`src/rtl/step_meter.sv`:
```
// step_meter: receive-side step monitor. Tracks a wrapping signed position from
// a step strobe plus direction. After an arm pulse it counts a requested number
// of steps and measures the cycle interval between consecutive strobes, flagging
// completion (done) or a no-step timeout.
//
// Handshake: step_stb is a plain strobe with no back-pressure. Every cycle it is
// sampled high counts as exactly one step, with dir qualifying it. arm is a
// one-cycle command that captures steps_val and timeout_val on the same edge.
// All outputs are registered and reflect the inputs sampled at the previous edge.
module step_meter (
    input  logic        clk,
    input  logic        reset,
    input  logic        step_stb,
    input  logic        dir,
    input  logic        arm,
    input  logic [31:0] steps_val,
    input  logic [31:0] timeout_val,
    input  logic        pos_clear,
    output logic [31:0] position,
    output logic [31:0] steps,
    output logic [31:0] period,
    output logic [31:0] period_min,
    output logic [31:0] period_max,
    output logic        period_valid,
    output logic        active,
    output logic        done,
    output logic        timeout,
    output logic [1:0]  state_dbg
);

    typedef enum logic [1:0] {
        S_IDLE  = 2'd0,
        S_ARMED = 2'd1,
        S_RUN   = 2'd2
    } state_t;

    localparam logic [31:0] ALL_ONES = 32'hFFFF_FFFF;

    state_t      state;
    state_t      state_nxt;
    logic [31:0] dt;
    logic [31:0] dt_inc;
    logic [31:0] steps_inc;
    logic [31:0] cap_steps;
    logic [31:0] cap_timeout;
    logic        first_step;
    logic        run_step;
    logic        finish;
    logic        tmo_hit;

    // dt+1 is both the measured period and the timeout test value; it saturates.
    assign dt_inc    = (dt == ALL_ONES) ? dt : dt + 32'd1;
    assign steps_inc = steps + 32'd1;

    // Classify this cycle's event; arm pre-empts both a step and a timeout.
    always_comb begin
        first_step = 1'b0;
        run_step   = 1'b0;
        tmo_hit    = 1'b0;
        if (!arm) begin
            if (step_stb) begin
                first_step = (state == S_ARMED);
                run_step   = (state == S_RUN);
            end else begin
                tmo_hit = (state != S_IDLE) && (cap_timeout != 32'd0)
                          && (dt_inc >= cap_timeout);
            end
        end
    end

    // In ARMED steps is 0, so steps_inc == 1 covers the single-step run as well.
    assign finish = (first_step || run_step) && (steps_inc == cap_steps);

    // State register.
    always_ff @(posedge clk) begin
        if (!reset) begin
            state <= S_IDLE;
        end else begin
            state <= state_nxt;
        end
    end

    // Next-state logic.
    always_comb begin
        state_nxt = state;
        if (arm) begin
            state_nxt = (steps_val == 32'd0) ? S_IDLE : S_ARMED;
        end else if (finish || tmo_hit) begin
            state_nxt = S_IDLE;
        end else if (first_step) begin
            state_nxt = S_RUN;
        end
    end

    // FSM-derived outputs; both come straight from the state register.
    always_comb begin
        active    = (state != S_IDLE);
        state_dbg = state;
    end

    // Position follows every strobe in any state; clear beats a coincident step.
    always_ff @(posedge clk) begin
        if (!reset) begin
            position <= 32'd0;
        end else if (pos_clear) begin
            position <= 32'd0;
        end else if (step_stb) begin
            position <= dir ? position + 32'd1 : position - 32'd1;
        end
    end

    // Interval counter: restarts on every strobe and on arm, otherwise saturates.
    always_ff @(posedge clk) begin
        if (!reset) begin
            dt <= 32'd0;
        end else if (step_stb || arm) begin
            dt <= 32'd0;
        end else begin
            dt <= dt_inc;
        end
    end

    // Run bookkeeping: arm initialises the run, steps accumulate counts and periods.
    always_ff @(posedge clk) begin
        if (!reset) begin
            steps        <= 32'd0;
            period       <= 32'd0;
            period_min   <= ALL_ONES;
            period_max   <= 32'd0;
            period_valid <= 1'b0;
            done         <= 1'b0;
            timeout      <= 1'b0;
            cap_steps    <= 32'd0;
            cap_timeout  <= 32'd0;
        end else if (arm) begin
            steps        <= 32'd0;
            period       <= 32'd0;
            period_min   <= ALL_ONES;
            period_max   <= 32'd0;
            period_valid <= 1'b0;
            timeout      <= 1'b0;
            cap_steps    <= steps_val;
            cap_timeout  <= timeout_val;
            done         <= (steps_val == 32'd0);
        end else begin
            done <= finish;
            if (first_step) begin
                steps <= steps_inc;
            end
            if (run_step) begin
                steps        <= steps_inc;
                period       <= dt_inc;
                period_valid <= 1'b1;
                if (dt_inc < period_min) begin
                    period_min <= dt_inc;
                end
                if (dt_inc > period_max) begin
                    period_max <= dt_inc;
                end
            end
            if (tmo_hit) begin
                timeout <= 1'b1;
            end
        end
    end

endmodule

```
`config.mk`:
```
export PLATFORM = sky130hd
export DESIGN_NAME = step_meter
export DESIGN_NICKNAME = d
export VERILOG_FILES = /design/src/rtl/step_meter.sv
export SDC_FILE = /design/constraint.sdc
export NUM_CORES = 1
export LEC_CHECK = 0
export CAP_MARGIN = 15
export CORE_UTILIZATION = 47
export CTS_CLUSTER_DIAMETER = 200
export CTS_CLUSTER_SIZE = 20
export DETAILED_ROUTE_END_ITERATION = 8
export GPL_ROUTABILITY_DRIVEN = 0
export GPL_TIMING_DRIVEN = 0
export HOLD_SLACK_MARGIN = 0.1
export PLACE_DENSITY = 0.8
export SLEW_MARGIN = 10
export SYNTH_ARGS = -nofsm -noshare
export SYNTH_HDL_FRONTEND = slang
export SYNTH_SLANG_ARGS = --single-unit
```
`constraint.sdc`:
```
create_clock -name clk -period 7.1 [get_ports clk]
set_input_delay 1.065 -clock clk [delete_from_list [all_inputs] [get_ports clk]]
set_output_delay 1.065 -clock clk [all_outputs]
set_load 0.03 [all_outputs]
```
Word level (Yosys, flattened, before mapping)
Cells that the tools add are included.
{"block": "totals", "register_bits": 261, "input_bits": 70, "out_inout_bits": 166, "elab_cells": 55}
{"block": "classes", "n_addsub": 4, "magnitude_cmp": 3, "eq_ne": 4, "mux": 15, "bitwise": 1, "reduce_logical": 16}
{"operator": "$mux W32", "n": 4}
{"operator": "$add A32 B1 Y32 const B", "n": 3}
{"operator": "$eq A32 B32 Y1", "n": 1}
{"operator": "$eq A32 B32 Y1 const B", "n": 1}
{"operator": "$ge A32 B32 Y1", "n": 1}
{"operator": "$gt A32 B32 Y1", "n": 1}
{"operator": "$logic_not A32 Y1", "n": 1}
{"operator": "$lt A32 B32 Y1", "n": 1}
{"operator": "$reduce_bool A32 Y1", "n": 1}
{"operator": "$sub A32 B1 Y32 const B", "n": 1}
{"operator": "$mux W1", "n": 8}
{"operator": "$mux W2", "n": 3}
{"operator": "$reduce_or A2 Y1", "n": 3}
{"operator": "$reduce_and A2 Y1", "n": 2}
{"operator": "$reduce_bool A2 Y1", "n": 2}
{"operator": "$logic_and A1 B1 Y1", "n": 3}
{"operator": "$logic_or A1 B1 Y1", "n": 3}
{"operator": "$reduce_bool A3 Y1", "n": 1}
{"operator": "$eq A2 B1 Y1 const B", "n": 1}
{"operator": "$eq A2 B2 Y1 const B", "n": 1}
{"operator": "$not A1 Y1", "n": 1}

Logic depth before layout (Yosys ltp)
Gate-level depths: netlist (run 1).
{"block": "depth", "ltp_word": 9, "ltp_mapped": 19}

Worst setup path after synthesis (run 1)
No wires, ideal clock.
{"block": "synth_timing", "path_type": "reg2reg", "start": "register dt[0]", "end": "register period_max[10]", "setup_ps": 87, "arrival_ps": 4032, "required_time_ps": 7013, "slack_ps": 2980, "stages_incl_launch_ff": 20, "path_buffers": 1, "cell_sequence": "dfxtp_1 > ha_1 > nand3_1 > or2_1 > nor4_4 > nor3_1 > nand4_1 > xor2_1 > inv_1 > ha_1 > a21o_1 > a21o_1 > a21oi_1 > o21ai_0 > nand3_1 > nand2_1 > nor4_1 > nor2_1 > clkbuf_1 > o31ai_1"}
{"block": "synth_via", "elab_chain_len": 4, "elab_cells_between_ends": 5}
{"item": "from (decl)", "line": "41", "source": "logic [31:0] dt;"}
{"item": "from (signal assigned)", "line": "119", "source": "dt <= dt_inc;"}
{"item": "$add A32 B1 Y32 / $eq A32 B32 Y1 (equally long branches)", "line": "52", "source": "assign dt_inc = (dt == ALL_ONES) ? dt : dt + 32'd1;"}
{"item": "$mux W32 *", "line": "52"}
{"item": "named net dt_inc[25]", "line": "42", "source": "logic [31:0] dt_inc;"}
{"item": "$gt A32 B32 Y1 *", "line": "157", "source": "if (dt_inc > period_max) begin"}
{"item": "$reduce_and A2 Y1 (no source line) *"}
{"item": "to (signal assigned)", "line": "158", "source": "period_max <= dt_inc;"}
{"item": "to (decl)", "line": "23", "source": "output logic [31:0] period_max,"}
The timed path passes the listed nets; every way through them passes the cells marked *.
A chain may end at the register's enable or synchronous reset.

Worst setup path after layout (run 1)
{"block": "layout_timing", "start": "register dt[20]", "end": "register period_max[3]"}
Same word-level chain as after synthesis.

==> results.cfg, run 1 <==
[sta]
slew_violations = 0
fmax_mhz = 177.1
holdWs_ns = 0.4757
grt_setup_unrepaired = no
worst_slew_pin_slew_ns = 0.9610
period_share_pct = 79.55
worst_clock_skew_ns = 0.01977
relSlewSlack_pct = 35.77
tns_ns = 0
post-route-min-period_ns = 5.648
finalHoldViolations = 0
setup_viol = 0

[clock_tree]
clockBufferDepth = 3
hold_buffers = 0
cts.sinks = 261
cts_tree = built
clk_latency_ns = 0.50
clock-root-buffer = clkbuf_16
cts-htree-levels = 1
post_cts_buffers = 0
numCtsBuffers = 17
clk_pin_slew_worst_paths_ns = 0.09
cts_resized = 0

[global_routing]
grt_max_degree = 33
gr-total-overflow = 0
grt_pass1_vias = 13270
grt_use_total_pct = 26.09
grt_pass1_wl_um = 68770
grt_antenna_before_repair = 10

[pwr]
irDropWorstVdd_mv = 0.1728
swShare_pct = 26.59
p_switching_uw = 760.7
pwr-share-clk_pct = 33.5
p_seq_share_pct = 53.3
power.leakage_uw = 0.007856
p_per_area_nw_per_um2 = 156.9
p_int_uw = 2100
p_comb_share_pct = 13.2

[synthesis]
synthMuxAreaShare_pct = 6.109
ys_types = 73
syn_area_um2 = 14910
synth_flop_cell = dfxtp_1
synthArstFlopShare_pct = 0
synth_compound_area_share_pct = 14.30
yosysMostFrequentCell = dfxtp_1
synth-xor-area-share_pct = 7.469
yosysTopAreaCell = dfxtp_1
synth_top_family_by_area = simple AND/OR/NAND/NOR gates
synth_common_cells = dfxtp_1 (261), nor2_1 (251), inv_1 (138), ha_1 (127), mux2i_1 (91)
ys_warn_count = 0
synth_fa_ha_area_share_pct = 10.79
synth_top_area_share_pct = 35.05
yosys.area_share.simple_pct = 20.38
synth_area_leaders = dfxtp_1 (35%), ha_1 (11%), nor2_1 (6.3%), mux2i_1 (6.1%), xnor2_1 (4.6%)
syn_area_per_cell_um2 = 8.534
ys_ff_latch = 261
syn-num-nets = 1945
synth_edf_count = 0
synthCells = 1747
seq_area_frac_synth_pct = 35.05

[cells_and_area]
post-route-util_pct = 59.00
instances_no_fill = 2400
fin_nets = 2199
drive_gt1_share_pct = 2.799
multiInputGateArea_um2 = 8810
fillCellCount = 2671
area_growth_pct = 22.32
seq_area_um2 = 5225

[routing]
drtAntennaViolNets = 0
avgViaCountPerCell = 5.765
drc = 0
routedWlPerCell_um = 18.28
finalWirelength_um = 43870
dr_total_vias = 13840
dr.pass1.iters = 5
drt_iter0_drc = 1051

[critical_path]
critical_path_class = reg2reg
crit_path_end_kind = register
worst_path_max_delay_cell = clkbuf_1
reg2reg_from = dt[20]
r2r_end = period_max[3]
cp_top_family = simple AND/OR/NAND/NOR gates
crit_fanout = 10
rr_worst_depth = 16
max_stage_delay_ns = 0.51
worstPathRequired_ns = 7.54
start_kind = register
path_cells = nand3_1 > nor4_1 > nand4_1 > nor4_4 > nor4_1 > and4_1 > xnor2_1 > inv_1 > ha_1 > nand4_1 > or2_2 > nor4_1 > o31ai_1 > nor2_1 > clkbuf_1 > mux2i_1
cp_data_arrival_time_ns = 6.09
crit_top_cell = nor4_1
crit_buf_inv = 2
rrSetupSlack_ns = 1.45

[placed_design]
portBuffers = 234
hpwl_um = 34400
dpl.cell_count = 2377

[die]
core_um2 = 30910
placementRows = 64
fp.dieH_um = 180.1
start_util_pct = 48.24
die_area_um2 = 32440
die_w_um = 180.1
ios = 236

[worst_hold_path]
worst_hold_startpoint = period[2]
holdPathStages = 2
min_path_type = reg2reg
holdPathEnd = period[2]

[job]
drv_cap = 0

[status]
outcome = finished, final reports clean
[state kept, by name, indices dropped and copies added, names as in the netlist]
name and flops:
done 1, period_valid 1, period_min 32, timeout 1, steps 32, cap_steps 32
dt 32, cap_timeout 32, state_dbg 2, period 32, position 32, period_max 32
[layer usage]
metal  wire length [µm]  global-route usage [%]  vias to the layer above  share of wire [%]
li1                   -                       -                     6686                  -
met1              18020                   31.66                     6483                 41
met2              20510                   45.06                      550                 47
met3               3695                   5.922                      105                8.4
met4               1566                   9.470                       12                3.6
met5                 76                       0                        -               0.17
[worst max path at each step]
stage | startpoint | end | depth (start not counted)
final | dt[20] | period_max[3] | 16
after global routing | dt[20] | period_max[3] | 16
after CTS | dt[20] | period_max[3] | 16
after detailed placement | dt[20] | period_max[3] | 16
after global placement | dt[20] | period_max[3] | 16
after floorplan | dt[0] | period_max[10] | 19
[layout make-up]
class | count | area share [%]
diodes | 3 | 0.04116
plain buffers | 82 | 1.990
clock buffers | 18 | 2.353
clock inverters | 1 | 0.1098
inverters | 138 | 2.840
multi-input cells | 1266 | 48.31
flip-flops and latches | 261 | 28.65
well taps | 396 | 2.717
repair buffers | 235 | 12.99
[stage by stage]
| stage | total power [µW] | worst slack (ns) | area (µm²) |
|---|---|---|---|
| 6_report | 2861 | 1.452 | 18240 |
| 3_5_place_dp | 1927 | 1.693 | 17750 |
| 5_1_grt | 2955 | 0.9914 | 18230 |
| 3_3_place_gp | 1916 | 1.762 | 17750 |
| 2_1_floorplan | 1792 | 2.980 | 14910 |
| 4_1_cts | 2865 | 1.639 | 18200 |
[power groups by stage]
stage,Combinational [µW],Sequential (µW),Clock (µW)
6_report,377,1520,959
4_1_cts,371,1520,969
5_1_grt,409,1530,1020
3_5_place_dp,369,1560,0
3_3_place_gp,359,1560,0
2_1_floorplan,221,1570,0
[worst register-to-register path, cell delays in order (launching register included)]
cell and delay (ns):
dfxtp_1 0.39, nand3_1 0.14, nor4_1 0.37, nand4_1 0.35, nor4_4 0.42, nor4_1 0.21
and4_1 0.30, xnor2_1 0.44, inv_1 0.28, ha_1 0.39, nand4_1 0.08, or2_2 0.31
nor4_1 0.50, o31ai_1 0.26, nor2_1 0.40, clkbuf_1 0.51, mux2i_1 0.24
[placed cells by master, fill, tap and decap left out, types with 45 or more instances in the layout]
cell / count
nor3_1: 47
nand3_1: 45
ha_1: 127
nor2_1: 251
a21o_1: 47
nand2_1: 74
clkdlybuf4s50_1: 234
a21oi_1: 64
inv_1: 138
clkbuf_1: 61
xnor2_1: 78
dfxtp_1: 261
xor2_1: 46
mux2i_1: 91
[cells by family after synthesis]
logic type	count (synthesis)
flops	261
simple gates	607
xor+xnor	125
fa+ha+maj	128
mux	91
compound gates	315
buf+inv	220
No activity file was read; power rests on OpenSTA's default activity.
==> inputs of run 2 (changes only) <==
==> constraint.sdc (replaced) <==
create_clock -name clk -period 5.9 [get_ports clk]
set_input_delay 0.885 -clock clk [delete_from_list [all_inputs] [get_ports clk]]
set_output_delay 0.885 -clock clk [all_outputs]
set_load 0.03 [all_outputs]
==> results.cfg, run 2 (same netlist as run 1, synthesis figures left out) <==
[status]
outcome = finished, final reports clean

[clock_tree]
cts_tree = built
numCtsBuffers = 17
cts-htree-levels = 1
clock-root-buffer = clkbuf_16
clk_pin_slew_worst_paths_ns = 0.08
cts.sinks = 261
clk_latency_ns = 0.50
clockBufferDepth = 3

[sta]
layout_setup_ws_ns = 0.3738
fmax_mhz = 181.0
post-route-min-period_ns = 5.526
setup_viol = 0
tns_ns = 0
relSlewSlack_pct = 31.97
slew_violations = 0
worst_clock_skew_ns = 0.02009
worst_slew_pin_slew_ns = 1.018
period_share_pct = 93.66
finalHoldViolations = 0

[die]
die_w_um = 180.1
fp.dieH_um = 180.1
placementRows = 64
ios = 236
die_area_um2 = 32440
core_um2 = 30910
start_util_pct = 48.24

[cells_and_area]
drive_gt1_share_pct = 3.048
fillCellCount = 2664
post-route-util_pct = 59.07
seq_area_um2 = 5225
layout_commonest_cell = dfxtp_1
instances_no_fill = 2400
multiInputGateArea_um2 = 8825
area_growth_pct = 22.46
final_cell_mix = dfxtp_1 (261), nor2_1 (251), clkdlybuf4s50_1 (234), inv_1 (138), ha_1 (127)
fin_nets = 2199

[critical_path]
crit_fanout = 10
reg2reg_from = dt[20]
crit_path_end_kind = register
r2r_end = period_min[26]
cp_data_arrival_time_ns = 5.95
start_kind = register
critical_path.endpoint = period_min[26]
worst_path_max_delay_cell = nor4_4
path_cells = nand3_1 > nor4_1 > nand4_1 > nor4_4 > nor4_1 > and4_1 > xnor2_1 > inv_1 > ha_1 > nand4_1 > nor3_1 > nand4_1 > or3_1 > a21oi_1 > nand3b_4 > clkbuf_1 > nor3_1 > a31oi_1
crit_path_start = dt[20]
rrSetupSlack_ns = 0.37
critical_path_class = reg2reg
max_stage_delay_ns = 0.44
crit_top_cell = nand4_1
rr_worst_depth = 18
worstPathRequired_ns = 6.32

[global_routing]
grt_use_total_pct = 26.08
grt_pass1_wl_um = 68760
grt_antenna_before_repair = 10
grt_pass1_vias = 13270
gr-total-overflow = 0
grt_max_degree = 33

[routing]
finalWirelength_um = 43940
avgViaCountPerCell = 5.774
routedWlPerCell_um = 18.31
dr.pass1.iters = 8
drtAntennaViolNets = 0
top_layer_used = met5
routed-wl-met3_um = 3585
routed-wl-met2_um = 20660
drt_iter0_drc = 1011
drc = 0
dr_total_vias = 13860
wl_met1_um = 18110

[pwr]
p_seq_share_pct = 53.3
pwr-share-clk_pct = 33.5
p_switching_uw = 913.1
swShare_pct = 26.54
power.leakage_uw = 0.007872
p_comb_share_pct = 13.2
p_int_uw = 2527
irDropWorstVdd_mv = 0.2085
p_per_area_nw_per_um2 = 188.4

[worst_hold_path]
worst_hold_startpoint = period[3]
min_path_type = reg2reg

[placed_design]
hpwl_um = 34400
portBuffers = 234
place_ws_ns = 0.4926
dpl.cell_count = 2377

[job]
drv_cap = 0
==> run 2: area by class of cell <==
cell class	instances	area share (%)
antenna	3	0.04112
buffer	82	2.015
clock buffer	18	2.351
clock inverter	1	0.1096
inverter	138	2.837
multi-input combinational	1266	48.33
sequential	261	28.62
tap	396	2.714
timing repair buffer	235	12.98
==> run 2: critical path: cells and delay by family, from the launching register on <==
| kind | cells | cell delay (ns) |
|---|---|---|
| buffers and inverters | 2 | 0.63 |
| DFF | 1 | 0.38 |
| xor gates and xnor gates | 1 | 0.42 |
| adders and majority gates | 1 | 0.36 |
| and+or+nand+nor | 12 | 3.30 |
| AOI/OAI and AO/OA | 2 | 0.36 |
==> run 2: through the flow <==
stage / total power, µW / area (µm²) / hold slack (ns)
floorplan: 2156 / 14910 / 0.4700
global placement: 2306 / 17750 / 0.4585
detailed placement: 2319 / 17750 / 0.4640
CTS: 3447 / 18200 / 0.4746
global route: 3556 / 18250 / 0.4843
finish: 3440 / 18260 / 0.4747
==> run 2: timing repair <==
item / in CTS / in global routing
endpoints found under the setup margin: 0 / 28
gates resized for setup: 0 / 10
buffers inserted: 0 / 0
endpoints found under the hold margin: 0 / 0
hold buffers: 0 / 0
==> run 2: worst min path at each step <==
| stage | endpoint | slack [ns] | depth (start not counted) |
|---|---|---|---|
| final | period[3] | 0.47 | 2 |
| after global routing | period[3] | 0.48 | 2 |
| after CTS | period[3] | 0.47 | 2 |
| after detailed placement | period[3] | 0.46 | 2 |
| after global placement | period[2] | 0.46 | 2 |
| after floorplan | cap_steps[15] | 0.47 | 2 |
==> run 2: power groups by stage <==
stage                     combinational [µW]  sequential [µW]  clock [µW]
after floorplan                          266             1890           0
after global placement                   432             1870           0
after detailed placement                 444             1880           0
after CTS                                447             1830        1170
after global routing                     492             1840        1220
final                                    454             1830        1150
==> run 2: per-layer routing <==
metal / global-route usage [%] / vias up
met2: 45.06 / 553
li1: - / 6692
met3: 5.821 / 108
met4: 9.470 / 12
met5: 0 / -
met1: 31.70 / 6492
==> inputs of run 3 (changes only) <==
--- a/config.mk
+++ b/config.mk
@@ -5,7 +5,6 @@
 export SDC_FILE = /design/constraint.sdc
 export NUM_CORES = 1
 export LEC_CHECK = 0
-export CAP_MARGIN = 15
 export CORE_UTILIZATION = 47
 export CTS_CLUSTER_DIAMETER = 200
 export CTS_CLUSTER_SIZE = 20
==> results.cfg, run 3 (same netlist as run 1, synthesis figures left out) <==
[sta]
post-route-min-period_ns = 5.539
tns_ns = 0
worst_clock_skew_ns = 0.01939
worst_slew_pin_slew_ns = 1.190
fmax_mhz = 180.5
setup_viol = 0
finalHoldViolations = 0
period_share_pct = 93.88
slew_violations = 0
relSlewSlack_pct = 20.57

[global_routing]
grt_antenna_before_repair = 10
grt_max_degree = 33
grt_use_total_pct = 26.08
grt_pass1_vias = 13270
grt_pass1_wl_um = 68760
gr-total-overflow = 0

[routing]
dr.pass1.iters = 6
finalWirelength_um = 43740
routedWlPerCell_um = 18.23
drt_iter0_drc = 1067
drtAntennaViolNets = 0
dr_total_vias = 13850
avgViaCountPerCell = 5.775
drc = 0

[clock_tree]
cts.sinks = 261
clk_pin_slew_worst_paths_ns = 0.09
clock-root-buffer = clkbuf_16
clockBufferDepth = 3
post_cts_buffers = 0
cts-htree-levels = 1
numCtsBuffers = 17
cts_tree = built
clk_latency_ns = 0.50

[critical_path]
rrSetupSlack_ns = 0.36
reg2reg_from = dt[20]
cp_data_arrival_time_ns = 5.96
critical_path_class = reg2reg
crit_path_start = dt[20]
start_kind = register
crit_fanout = 10
worstPathRequired_ns = 6.32
crit_path_end_kind = register

[pwr]
p_per_area_nw_per_um2 = 188.7
irDropWorstVdd_mv = 0.2067
power.leakage_uw = 0.007859

[cells_and_area]
final_cell_mix = dfxtp_1 (261), nor2_1 (251), clkdlybuf4s50_1 (234), inv_1 (138), ha_1 (127)
area_growth_pct = 22.27
drive_gt1_share_pct = 3.000
fillCellCount = 2668
fin_nets = 2198
multiInputGateArea_um2 = 8825
layout_commonest_cell = dfxtp_1
seq_area_um2 = 5225
post-route-util_pct = 58.98
instances_no_fill = 2399

[die]
start_util_pct = 48.24
placementRows = 64
die_area_um2 = 32440
core_um2 = 30910
fp.dieH_um = 180.1
die_w_um = 180.1
ios = 236

[placed_design]
dpl.cell_count = 2377
portBuffers = 234
hpwl_um = 34400

[status]
outcome = finished, final reports clean

[worst_hold_path]
min_path_type = reg2reg
worst_hold_startpoint = period[2]

[job]
drv_cap = 0
run 3: cell types whose count changed in the layout (fill, tap and decap cells not counted), sizes merged:
cell / previous run / this run
buf: 23 / 22
run 3: path summary, 6_finish.rpt:
kind,cells after the start,end
setup / recovery,18,period_min[26]
hold reg to reg,2,period[2]
hold / removal,2,period[2]
setup reg to reg,18,period_min[26]
run 3: layout make-up:
type | instances | share of cell area, %
Buffer | 82 | 2.018
Timing Repair Buffer | 234 | 12.85
Antenna cell | 3 | 0.04118
Clock inverter | 1 | 0.1098
Sequential cell | 261 | 28.66
Multi-Input combinational cell | 1266 | 48.41
Clock buffer | 18 | 2.354
Tap cell | 396 | 2.718
Inverter | 138 | 2.841
run 3: per-layer routing:
layer | global-route usage (%) | wire, µm | vias to the layer above
li1 | - | - | 6683
met1 | 31.70 | 18050 | 6488
met2 | 45.06 | 20430 | 561
met3 | 5.821 | 3651 | 110
met4 | 9.470 | 1524 | 12
met5 | 0 | 76 | -
run 3: power by group:
group | internal (µW) | total [µW] | switching (µW)
sequential | 1800 | 1830 | 35.6
combinational | 198 | 450 | 253
clock | 528 | 1160 | 627
run 3: what timing repair did:
item | in CTS | in global routing
hold buffers | 0 | 0
setup endpoints to repair | 0 | 28
resized for setup | 0 | 10
run 3: critical path: stages, from the launching register on:
cell      delay, ns
dfxtp_1        0.39
nand3_1        0.15
nor4_1         0.37
nand4_1        0.38
nor4_4         0.45
nor4_1         0.21
and4_1         0.30
xnor2_1        0.44
inv_1          0.27
ha_1           0.36
nand4_1        0.13
nor3_1         0.40
nand4_1        0.21
or3_1          0.41
a21oi_1        0.17
nand3b_4       0.18
clkbuf_1       0.36
nor3_1         0.09
a31oi_1        0.19
run 3: metrics by stage:
step	total power, µW	hold slack, ns	setup WS [ns]	area (µm²)
floorplan	2156	0.4700	1.780	14910
global placement	2306	0.4585	0.5618	17750
detailed placement	2319	0.4640	0.4926	17750
CTS	3447	0.4746	0.4388	18200
global route	3553	0.4843	-0.03961	18220
finish	3441	0.4760	0.3612	18230
